==> config.mk <==
export PLATFORM = sky130hd
export DESIGN_NAME = fifo_rd_ctrl_flat
export DESIGN_NICKNAME = d
export VERILOG_FILES = /design/src/rtl/fifo_pkg.sv /design/src/rtl/fifo_rd_ctrl_if.sv /design/src/rtl/sync_2ff.sv /design/src/rtl/fifo_rd_ctrl.sv /design/src/flat_wrapper.sv
export SDC_FILE = /design/constraint.sdc
export NUM_CORES = 1
export LEC_CHECK = 0
export CORE_MARGIN = 5
export CORE_UTILIZATION = 47
export DETAILED_ROUTE_END_ITERATION = 8
export MAX_ROUTING_LAYER = met4
export PLACE_DENSITY = 0.82
export SLEW_MARGIN = 20
export SYNTH_ARGS = -nofsm -noshare
export SYNTH_HDL_FRONTEND = slang
export SYNTH_HIERARCHICAL = 1
export SYNTH_SLANG_ARGS = --single-unit
==> constraint.sdc <==
create_clock -name R_CLK -period 4.1 [get_ports R_CLK]
set_clock_uncertainty 0.2 [all_clocks]
set_input_delay 0.41 -clock R_CLK [delete_from_list [all_inputs] [get_ports R_CLK]]
set_output_delay 0.41 -clock R_CLK [all_outputs]
set_load 0.005 [all_outputs]
==> src/rtl/fifo_pkg.sv <==
// fifo_pkg: shared pointer-width derivation and Gray helper for both FIFO clock domains
package fifo_pkg;
  localparam int DEF_DEPTH = 8;
  localparam int DEF_DATA_W = 8;
  function automatic int addr_w(input int depth);
    return $clog2(depth);
  endfunction
  localparam int ADDR_W = addr_w(DEF_DEPTH);
  localparam int PTR_W = ADDR_W + 1;
  function automatic logic [31:0] bin2gray(input logic [31:0] b);
    return b ^ (b >> 1);
  endfunction
endpackage

==> src/rtl/fifo_rd_ctrl_if.sv <==
// fifo_rd_ctrl_if: read-side bus (W_ptr/RD_DATA/R_READY in, R_addr/R_ptr/R_EMPTY/R_VALID/R_DATA out of the controller)
interface fifo_rd_ctrl_if #(
  parameter int ADDR_W = fifo_pkg::ADDR_W,
  parameter int DATA_WIDTH = fifo_pkg::DEF_DATA_W
);
  logic [ADDR_W:0] W_ptr, R_addr, R_ptr;
  logic [DATA_WIDTH-1:0] RD_DATA, R_DATA;
  logic R_READY, R_EMPTY, R_VALID;
  modport master(input W_ptr, RD_DATA, R_READY, output R_addr, R_ptr, R_EMPTY, R_VALID, R_DATA);
  modport slave(output W_ptr, RD_DATA, R_READY, input R_addr, R_ptr, R_EMPTY, R_VALID, R_DATA);
endinterface

==> src/rtl/sync_2ff.sv <==
// sync_2ff: two-flop synchronizer (R_CLK, async active-low R_RST, d_i in, q_o out, resets to 0)
module sync_2ff #(
  parameter int WIDTH = 1
) (
  input  logic             R_CLK,
  input  logic             R_RST,
  input  logic [WIDTH-1:0] d_i,
  output logic [WIDTH-1:0] q_o
);
  logic [WIDTH-1:0] q1_q;
  always_ff @(posedge R_CLK or negedge R_RST)
    if (!R_RST) begin
      q1_q <= '0;
      q_o  <= '0;
    end else begin
      q1_q <= d_i;
      q_o  <= q1_q;
    end
endmodule

==> src/rtl/fifo_rd_ctrl.sv <==
// fifo_rd_ctrl: FIFO read-side controller (R_CLK, R_RST async low, bus: synced W_ptr -> empty flag, read pointers, FWFT R_DATA/R_VALID/R_READY)
module fifo_rd_ctrl
  import fifo_pkg::*;
#(
  parameter int MEM_DEPTH = DEF_DEPTH,
  parameter int DATA_WIDTH = DEF_DATA_W
) (
  input logic R_CLK,
  input logic R_RST,
  fifo_rd_ctrl_if.master bus
);
  localparam int PW = addr_w(MEM_DEPTH) + 1;
  logic [PW-1:0] wq2, addr_q, addr_d, ptr_q, ptr_d;
  logic [DATA_WIDTH-1:0] data_q, data_d;
  logic empty_q, empty_d, valid_q, valid_d, pop;
  sync_2ff #(.WIDTH(PW)) u_wsync (
    .R_CLK(R_CLK),
    .R_RST(R_RST),
    .d_i  (bus.W_ptr),
    .q_o  (wq2)
  );
  always_ff @(posedge R_CLK or negedge R_RST)
    if (!R_RST) begin
      addr_q  <= '0;
      ptr_q   <= '0;
      empty_q <= 1'b1;
      valid_q <= 1'b0;
      data_q  <= '0;
    end else begin
      addr_q  <= addr_d;
      ptr_q   <= ptr_d;
      empty_q <= empty_d;
      valid_q <= valid_d;
      data_q  <= data_d;
    end
  always_comb begin
    pop     = !empty_q && (!valid_q || bus.R_READY);
    addr_d  = addr_q + PW'(pop);
    ptr_d   = PW'(bin2gray(32'(addr_d)));
    // comparing the next Gray pointer lets the final pop raise empty on the same edge
    empty_d = ptr_d == wq2;
    valid_d = pop || (valid_q && !bus.R_READY);
    data_d  = pop ? bus.RD_DATA : data_q;
  end
  always_comb begin
    bus.R_addr  = addr_q;
    bus.R_ptr   = ptr_q;
    bus.R_EMPTY = empty_q;
    bus.R_VALID = valid_q;
    bus.R_DATA  = data_q;
  end
endmodule

==> src/flat_wrapper.sv <==
// flat-port wrapper written by rule: the top's interface ports become plain ports
module fifo_rd_ctrl_flat import fifo_pkg::*;
#(
  parameter int MEM_DEPTH = DEF_DEPTH,
  parameter int DATA_WIDTH = DEF_DATA_W
)
  (R_CLK, R_RST, bus_W_ptr, bus_RD_DATA, bus_R_READY, bus_R_addr, bus_R_ptr, bus_R_EMPTY, bus_R_VALID, bus_R_DATA);
  fifo_rd_ctrl_if #(.ADDR_W(3), .DATA_WIDTH(DATA_WIDTH)) bus_i ();
  input logic R_CLK;
  input logic R_RST;
  input wire logic [$bits(bus_i.W_ptr)-1:0] bus_W_ptr;
  input wire logic [$bits(bus_i.RD_DATA)-1:0] bus_RD_DATA;
  input wire logic [$bits(bus_i.R_READY)-1:0] bus_R_READY;
  output wire logic [$bits(bus_i.R_addr)-1:0] bus_R_addr;
  output wire logic [$bits(bus_i.R_ptr)-1:0] bus_R_ptr;
  output wire logic [$bits(bus_i.R_EMPTY)-1:0] bus_R_EMPTY;
  output wire logic [$bits(bus_i.R_VALID)-1:0] bus_R_VALID;
  output wire logic [$bits(bus_i.R_DATA)-1:0] bus_R_DATA;
  assign bus_i.W_ptr = bus_W_ptr;
  assign bus_i.RD_DATA = bus_RD_DATA;
  assign bus_i.R_READY = bus_R_READY;
  assign bus_R_addr = bus_i.R_addr;
  assign bus_R_ptr = bus_i.R_ptr;
  assign bus_R_EMPTY = bus_i.R_EMPTY;
  assign bus_R_VALID = bus_i.R_VALID;
  assign bus_R_DATA = bus_i.R_DATA;
  fifo_rd_ctrl #(.MEM_DEPTH(MEM_DEPTH), .DATA_WIDTH(DATA_WIDTH)) u_core (.R_CLK(R_CLK), .R_RST(R_RST), .bus(bus_i));
endmodule
==> Word-level counts from Yosys, hierarchy flattened <==
Index checks and enable logic that the tools add are counted.
{ "word_totals": {"in_bits": 15, "register_bits": 26} }
{ "classes": {"n_reduce_logical": 7, "eq_ne": 1, "n_addsub": 1, "bitwise": 1} }
{ "ops": {"columns": ["op", "n"], "rows": [
  ["4-bit by 1-bit adder with 4-bit output", 1],
  ["4-bit == test", 1],
  ["4-bit by 3-bit bitwise XOR with 4-bit output", 1],
  ["1-bit zero test", 3],
  ["1-bit logical AND", 2],
  ["1-bit logical OR", 2]
]} }

==> Longest topological paths before layout <==
Gate-level depths: netlist of the first run.
{ "logic_depth": {"depth_word": 6, "ltp_mapped": 8, "ltp_nobuf": 8} }

==> Cells and area by module <==
The synthesis of the first run kept the hierarchy.
{ "modules_own_cells": {"columns": ["module", "cells_each", "n_inst", "area_each_um2"], "rows": [
  ["fifo_rd_ctrl", 61, 1, 799.5],
  ["sync_2ff", 8, 1, 200.2]
]} }

==> Worst setup path before layout of the first run <==
No wires, ideal clock.
{ "synth_path": {"path_type": "in2reg", "start": "in bus_R_READY", "end": "reg u_core.empty_q, in the netlist u_core/bus.R_EMPTY", "setup_time_ps": 90, "stages": 8, "t_required_ps": 3810, "arrival_ps": 2002, "n_path_buf": 0, "path_slack_ps": 1808, "path_cell_list": "inv_1 a21oi_2 ha_1 ha_1 xor2_2 and3_4 o21a_1 nor4_2"} }
{ "synth_between": {"elab_chain_cells": 5} }
{ "synth_rtl": {"columns": ["element", "line_no", "text"], "rows": [
  ["from (decl)", "flat_wrapper.sv:13", "input wire logic [$bits(bus_i.R_READY)-1:0] bus_R_READY;"],
  ["1-bit logical OR", "fifo_rd_ctrl.sv:37", "pop = !empty_q && (!valid_q || bus.R_READY);"],
  ["1-bit logical AND", "fifo_rd_ctrl.sv:37", null],
  ["4-bit by 1-bit adder with 4-bit output", "fifo_rd_ctrl.sv:38", "addr_d = addr_q + PW'(pop);"],
  ["4-bit by 3-bit bitwise XOR with 4-bit output", "fifo_pkg.sv:11", "return b ^ (b >> 1);"],
  ["4-bit == test", "fifo_rd_ctrl.sv:41", "empty_d = ptr_d == wq2;"],
  ["via u_core.empty_d", "fifo_rd_ctrl.sv:15", "logic empty_q, empty_d, valid_q, valid_d, pop;"],
  ["to (signal assigned)", "fifo_rd_ctrl.sv:32", "empty_q <= empty_d;"],
  ["to (decl)", "fifo_rd_ctrl.sv:15", null]
]} }
The timed path passes the listed nets, and every way through them passes these cells.
A chain may end at the register's enable or synchronous reset.

==> Final worst setup path of the first run <==
Same ends and word-level chain as after synthesis.

==> impl_metrics.yaml, run 1 <==
grt:
  antenna_found_initial: 0
  grt_pass1_wl_um: 2760
  grtUsageTotal: 0.1204
  grt_pass1_vias: 592
  grt_max_degree: 26
  gr-total-overflow: 0
drt:
  dr.pass1.iters: 2
  ant_nets: 0
  drc_errors: 0
  vias_per_cell: 4.708
  num_vias: 612
  wl_met2_um: 893
  drt_wl_total_um: 1717
  drt_iter0_markers: 2
  highest_layer: "met4"
  wl_met1_um: 686
  wire_per_inst_um: 13.21
  wl_met3_um: 73
setup_path:
  setup.worst_path.class: "input port to flop"
  crit_path_end_kind: "flop"
  r2r_slack_ps: 1610
  worstPathRequired_ps: 4140
  r2r_cells: 7
  reg2reg_from: "u_core/bus.R_VALID"
  r2r_end: "u_core/bus.R_EMPTY"
  crit_arrival_ps: 2710
  worstPathMaxFanout: 9
  startpoint_type: "input port"
outcome:
  status: "finished clean"
sta:
  worst_pin_slew_ps: 526.9
  post-route-min-period_ps: 2664
  finalCritPeriodShare: 0.6499
  fmax_ghz: 0.3753
  final_max_slew_viol_count: 0
  setup_violations: 0
  rsz0062_at_grt: "false"
  timing.final.ws_setup_ps: 1436
  timing.slew.headroom: 0.6488
  hold_viol: 0
  totalNegativeSetupSlack_ps: 0
synthesis:
  synth_edf_count: 0
  synth_flop_cell: "dfrtp_1"
  seq_area_frac_synth: 0.6270
  synth_area_um2: 999.7
  synth-seq-cells: 25
  yosysWarnings: 6
  ys_top_cells_by_area: "dfrtp_1 (60%), mux2_2 (9.0%), xnor2_1 (6.1%), xor3_4 (2.8%), dfstp_2 (2.6%)"
  synth_cell_types: 26
  yosys.area.top_type: "dfrtp_1"
  synth_common_cells: "dfrtp_1 (24), mux2_2 (8), xnor2_1 (7)"
  syn-num-nets: 86
  syn_area_per_cell_um2: 14.49
  async_reset_ff_frac: 1.000
  yosysTopAreaCellShare: 0.6008
  synthCells: 69
  yosysMostFrequentCell: "dfrtp_1"
power:
  ir_drop_uv: 344.4
  leakage_uw: 0.0005757
  powerDensity_nw_per_um2: 649.0
die:
  core_um2: 2002
  io_pins: 33
  die-area_um2: 3149
  start_util: 0.4994
  rows: 16
  die_h_um: 56.12
  fp.dieW_um: 56.12
clock_tree:
  cts_tree: "done"
  cts_buffers: 3
  htreeDepth: 1
  postCtsSetupBuffers: 0
  clockBufferDepth: 2
  cts_sinks: 25
  clk-insertion-delay-late_ps: 320
  post_cts_resized: 0
  clk_pin_slew_ps: 130
  root_buffer: "clkbuf_4"
layout:
  drive_gt1_frac: 0.1845
  insertedDiodeCount: 0
  fin_cells: 130
  final_nets: 121
  fin_util: 0.6806
  areaGrowthSynthToFinish_pct: 36.30
hold_path:
  hold-path-endpoint: "u_core/u_wsync/q_o[0]"
  worstHoldPathCells: 0
  hold_start: "u_core/u_wsync/q1_q[0]"
  worstHoldPathType: "flop to flop"
run:
  cap_viol_max_count: 0
placement:
  placed_cells: 125
  post-place-ws_ps: 1066
  gp_congestion: 0.8240
  place.detailed.hpwl_um: 1354
  port_buffers: 32
==> cells by family (layout without fill, tap and decap cells) <==
logic type | after synthesis | count (layout) | share of synthesized area
multiplexers | 8 | 8 | 0.09012
flip-flops | 25 | 25 | 0.6270
AND/OR/NAND/NOR | 10 | 10 | 0.05882
XOR/XNOR | 10 | 10 | 0.1139
adder cells (fa/ha/maj) | 2 | 2 | 0.02503
buffers and inverters | 6 | 40 | 0.03504
AO/OA/AOI/OAI | 8 | 8 | 0.05006
==> worst max path at each step <==
stage	cells past startpoint	slack, ps	endpoint	start
after floorplan	8	1810	u_core/bus.R_EMPTY	bus_R_READY
after global placement	9	1150	u_core/bus.R_EMPTY	bus_R_READY
after detailed placement	9	1070	u_core/bus.R_EMPTY	bus_R_READY
after CTS	9	1420	u_core/bus.R_EMPTY	bus_R_READY
after global routing	9	1310	u_core/bus.R_EMPTY	bus_R_READY
final	9	1440	u_core/bus.R_EMPTY	bus_R_READY
==> state kept, by name, indices dropped and copies added, names as in the netlist <==
name,count
u_core/bus.R_DATA,8
u_core/bus.R_addr,4
u_core/u_wsync/q_o,4
u_core/bus.R_ptr,3
u_core/bus.R_VALID,1
u_core/bus.R_EMPTY,1
u_core/u_wsync/q1_q,4
==> cell type report <==
| type | count | area, um^2 |
|---|---|---|
| fillers | 155 | 639.4 |
| flip-flops and latches | 25 | 626.9 |
| well taps | 27 | 33.78 |
| clock buffers | 3 | 22.52 |
| repair buffers | 33 | 325.3 |
| multi-input cells | 38 | 337.8 |
| clock inverters | 1 | 5.005 |
| inverters | 3 | 11.26 |
==> layout by cell type, fill, tap and decap left out <==
cell / instances
clkinv_2: 1
nor3_1: 1
o21a_1: 1
nor4_2: 1
clkdlybuf4s50_1: 31
dlygate4sd3_1: 1
a211oi_1: 1
nand3_1: 1
clkbuf_4: 3
xnor2_1: 7
o21ai_1: 1
dfrtp_1: 24
mux2_2: 8
a31oi_1: 1
dfstp_2: 1
nand2_1: 2
nor2_1: 3
xor2_2: 1
ha_1: 2
a21oi_1: 1
inv_1: 3
and3_4: 1
buf_2: 1
nor2b_1: 1
xor2_1: 1
o21ai_0: 2
a21oi_2: 1
xor3_4: 1
==> report_power, final <==
group	internal (uW)	switching, uW	leakage [uW]
clock network	36.6	72.0	0.0000177
logic	253	162	0.000271
registers	310	50.6	0.000287
total	600	285	0.000576
==> per-stage QoR <==
stage	hold WS [ps]	power [uW]	area, um^2
3_3_place_gp	131.6	772.6	1330
4_1_cts	169.0	893.8	1358
6_report	164.3	884.2	1363
5_1_grt	172.9	943.4	1363
2_1_floorplan	-85.59	627.6	999.7
3_5_place_dp	136.4	784.9	1330
==> critical path, cell delays in order <==
cell             delay [ps]
clkdlybuf4s50_1         470
inv_1                    50
a21oi_2                 400
ha_1                    290
ha_1                    280
xor2_2                  140
and3_4                  210
o21a_1                  190
nor4_2                  270
==> what timing repair did <==
action,4_1_cts,5_1_grt
hold endpoints to repair,0,24
setup endpoints to repair,0,0
hold buffers,0,1
==> per-layer routing <==
metal	track usage	up-vias
li1	-	295
met1	0.1272	294
met2	0.1937	18
met3	0.01856	5
met4	0.1051	0
met5	-	-
No activity file was read; power rests on OpenSTA's default activity.
==> inputs of run 2 (changes only) <==
--- a/config.mk
+++ b/config.mk
@@ -5,11 +5,12 @@
 export SDC_FILE = /design/constraint.sdc
 export NUM_CORES = 1
 export LEC_CHECK = 0
+export CORE_ASPECT_RATIO = 0.6
 export CORE_MARGIN = 5
-export CORE_UTILIZATION = 47
+export CORE_UTILIZATION = 40
 export DETAILED_ROUTE_END_ITERATION = 8
 export MAX_ROUTING_LAYER = met4
-export PLACE_DENSITY = 0.82
+export PLACE_DENSITY = 0.74
 export SLEW_MARGIN = 20
 export SYNTH_ARGS = -nofsm -noshare
 export SYNTH_HDL_FRONTEND = slang
==> constraint.sdc (replaced) <==
create_clock -name R_CLK -period 2.2 [get_ports R_CLK]
set_clock_uncertainty 0.2 [all_clocks]
set_input_delay 0.22 -clock R_CLK [delete_from_list [all_inputs] [get_ports R_CLK]]
set_output_delay 0.22 -clock R_CLK [all_outputs]
set_load 0.005 [all_outputs]
==> run 2 against run 1 <==
Total power increased by 120%. Core utilization decreased by 7.1 points. Worst setup slack got worse by 1300 ps. Worst hold slack got worse by 68 ps. Clock power increased to 2.6 times the previous value. Register-to-register slack got worse by 1500 ps. Non-clock buffer count increased by 6. First-iteration DRC count increased to 12 times the previous value. Cell area increased by 9.6%. Die area increased by 15%. Critical path type is now flop to flop. Largest power group unchanged.
==> impl_metrics.yaml, run 2 (synthesis results as in run 1) <==
power:
  p_total_uw: 1962
  powerDensity_nw_per_um2: 1313
  leakage_uw: 0.0006269
  ir_drop_uv: 599.3
outcome:
  status: "finished clean"
grt:
  grtUsageTotal: 0.1196
  antenna_found_initial: 0
  gr-total-overflow: 0
  grt_pass1_wl_um: 3098
  grt_max_degree: 26
  grt_pass1_vias: 650
die:
  core_um2: 2452
  die-area_um2: 3632
  io_pins: 33
  rows: 14
  die_h_um: 48.73
  fp.dieW_um: 74.54
  start_util: 0.4077
layout:
  insertedDiodeCount: 0
  areaGrowthSynthToFinish_pct: 49.44
  drive_gt1_frac: 0.2752
  final_common_cell: "clkdlybuf4s50_1"
  largest_reg_flops: 8
  fin_cells: 141
  final_cell_mix: "clkdlybuf4s50_1 (32), dfrtp_1 (24), mux2_2 (8), buf_4 (7), xnor2_1 (5)"
  fill_cells: 201
  final_nets: 127
clock_tree:
  htreeDepth: 1
  cts_sinks: 25
  root_buffer: "clkbuf_8"
  clk-insertion-delay-late_ps: 270
  clockBufferDepth: 2
  cts_buffers: 3
  cts_tree: "done"
  postCtsHoldBufs: 0
  clk_pin_slew_ps: 80
drt:
  ant_nets: 0
  drt_wl_total_um: 1894
  wire_per_inst_um: 13.43
  num_vias: 641
  drt_iter0_markers: 24
  dr.pass1.iters: 2
  vias_per_cell: 4.546
  drc_errors: 0
setup_path:
  worstPathRequired_ps: 2190
  startpoint_type: "flop"
  path_cells: "a21oi_4 > ha_4 > ha_4 > xor2_2 > and3_4 > o21a_1 > nor4_2"
  worstPathMaxFanout: 4
  slowest_stage: "dfstp_2"
  max_stage_delay_ps: 570
  crit_path_end_kind: "flop"
  crit_arrival_ps: 2070
  crit_top_cell: "ha_4"
  setup.worst_path.class: "flop to flop"
placement:
  port_buffers: 32
  placed_cells: 137
  place.detailed.hpwl_um: 1421
  gp_congestion: 0.8134
sta:
  fmax_ghz: 0.4799
  worst_pin_slew_ps: 330.8
  final_max_slew_viol_count: 0
  setup_violations: 0
  rsz0062_at_grt: "false"
  whs_ps: 95.96
  hold_viol: 0
  finalCritPeriodShare: 0.9472
  timing.slew.headroom: 0.7795
  post-route-min-period_ps: 2084
run:
  cap_viol_max_count: 0
hold_path:
  worstHoldPathType: "input port to asynchronous set/reset pin"
-- run 2: cell count changes in the layout (fill, tap and decap cells not counted), sizes merged --
cell and change:
buf +6, clkdlybuf4s50 +1, clkinv -1, dlygate4sd3 -1, inv +1
-- run 2: path summary, 6_finish.rpt --
path	from	to	slack, ps	cells after the start
worst max-delay path	u_core/bus.R_EMPTY	u_core/bus.R_EMPTY	120	7
worst min register to register	u_core/u_wsync/q1_q[2]	u_core/u_wsync/q_o[2]	160	0
worst max register to register	u_core/bus.R_EMPTY	u_core/bus.R_EMPTY	120	7
max in group asynchronous	R_RST	u_core/bus.R_EMPTY	1420	2
worst min-delay path	R_RST	u_core/bus.R_DATA[5]	100	2
min in group R_CLK	u_core/u_wsync/q1_q[2]	u_core/u_wsync/q_o[2]	160	0
-- run 2: layout make-up --
cell class / count / area [um^2] / share of cell area
timing repair buffer: 39 / 372.9 / 0.2496
clock buffer: 3 / 41.29 / 0.02764
multi-input combinational: 38 / 392.9 / 0.2630
inverter: 3 / 11.26 / 0.007538
sequential: 25 / 626.9 / 0.4196
clock inverter: 1 / 8.758 / 0.005863
tap: 32 / 40.04 / 0.02680
-- run 2: metal layers --
layer	global-route usage	vias to the layer above	wire length, um
met4	0.05325	0	42
met2	0.1939	16	1034
met1	0.1306	312	713
met5	-	-	0
li1	-	309	-
met3	0.04339	4	103
-- run 2: worst max-delay path: cells and delay by family, from the launching register on --
kind | cells | cell delay [ps]
flops | 1 | 570
fa+ha+maj | 2 | 350
compound gates | 2 | 230
xor+xnor | 1 | 190
simple gates | 2 | 460
-- run 2: metrics by stage --
step                      setup TNS [ps]  utilization  area (um^2)  setup WS (ps)
after floorplan                        0            -         1007          16.99
after global placement            -191.5       0.5694         1396         -191.5
after detailed placement          -323.2       0.5694         1396         -284.9
after CTS                              0       0.5939         1456          14.36
after global routing                   0       0.6092         1494          9.619
final                                  0       0.6092         1494          116.2
-- run 2: timing repair --
action | 4_1_cts | 5_1_grt
pin swaps | 0 | 6
resized for setup | 2 | 5
setup buffers | 0 | 0
endpoints found under the setup margin | 1 | 1
-- run 2: power by group --
group | switching [uW] | internal (uW)
Sequential | 111 | 578
Combinational | 355 | 638
Clock | 147 | 133
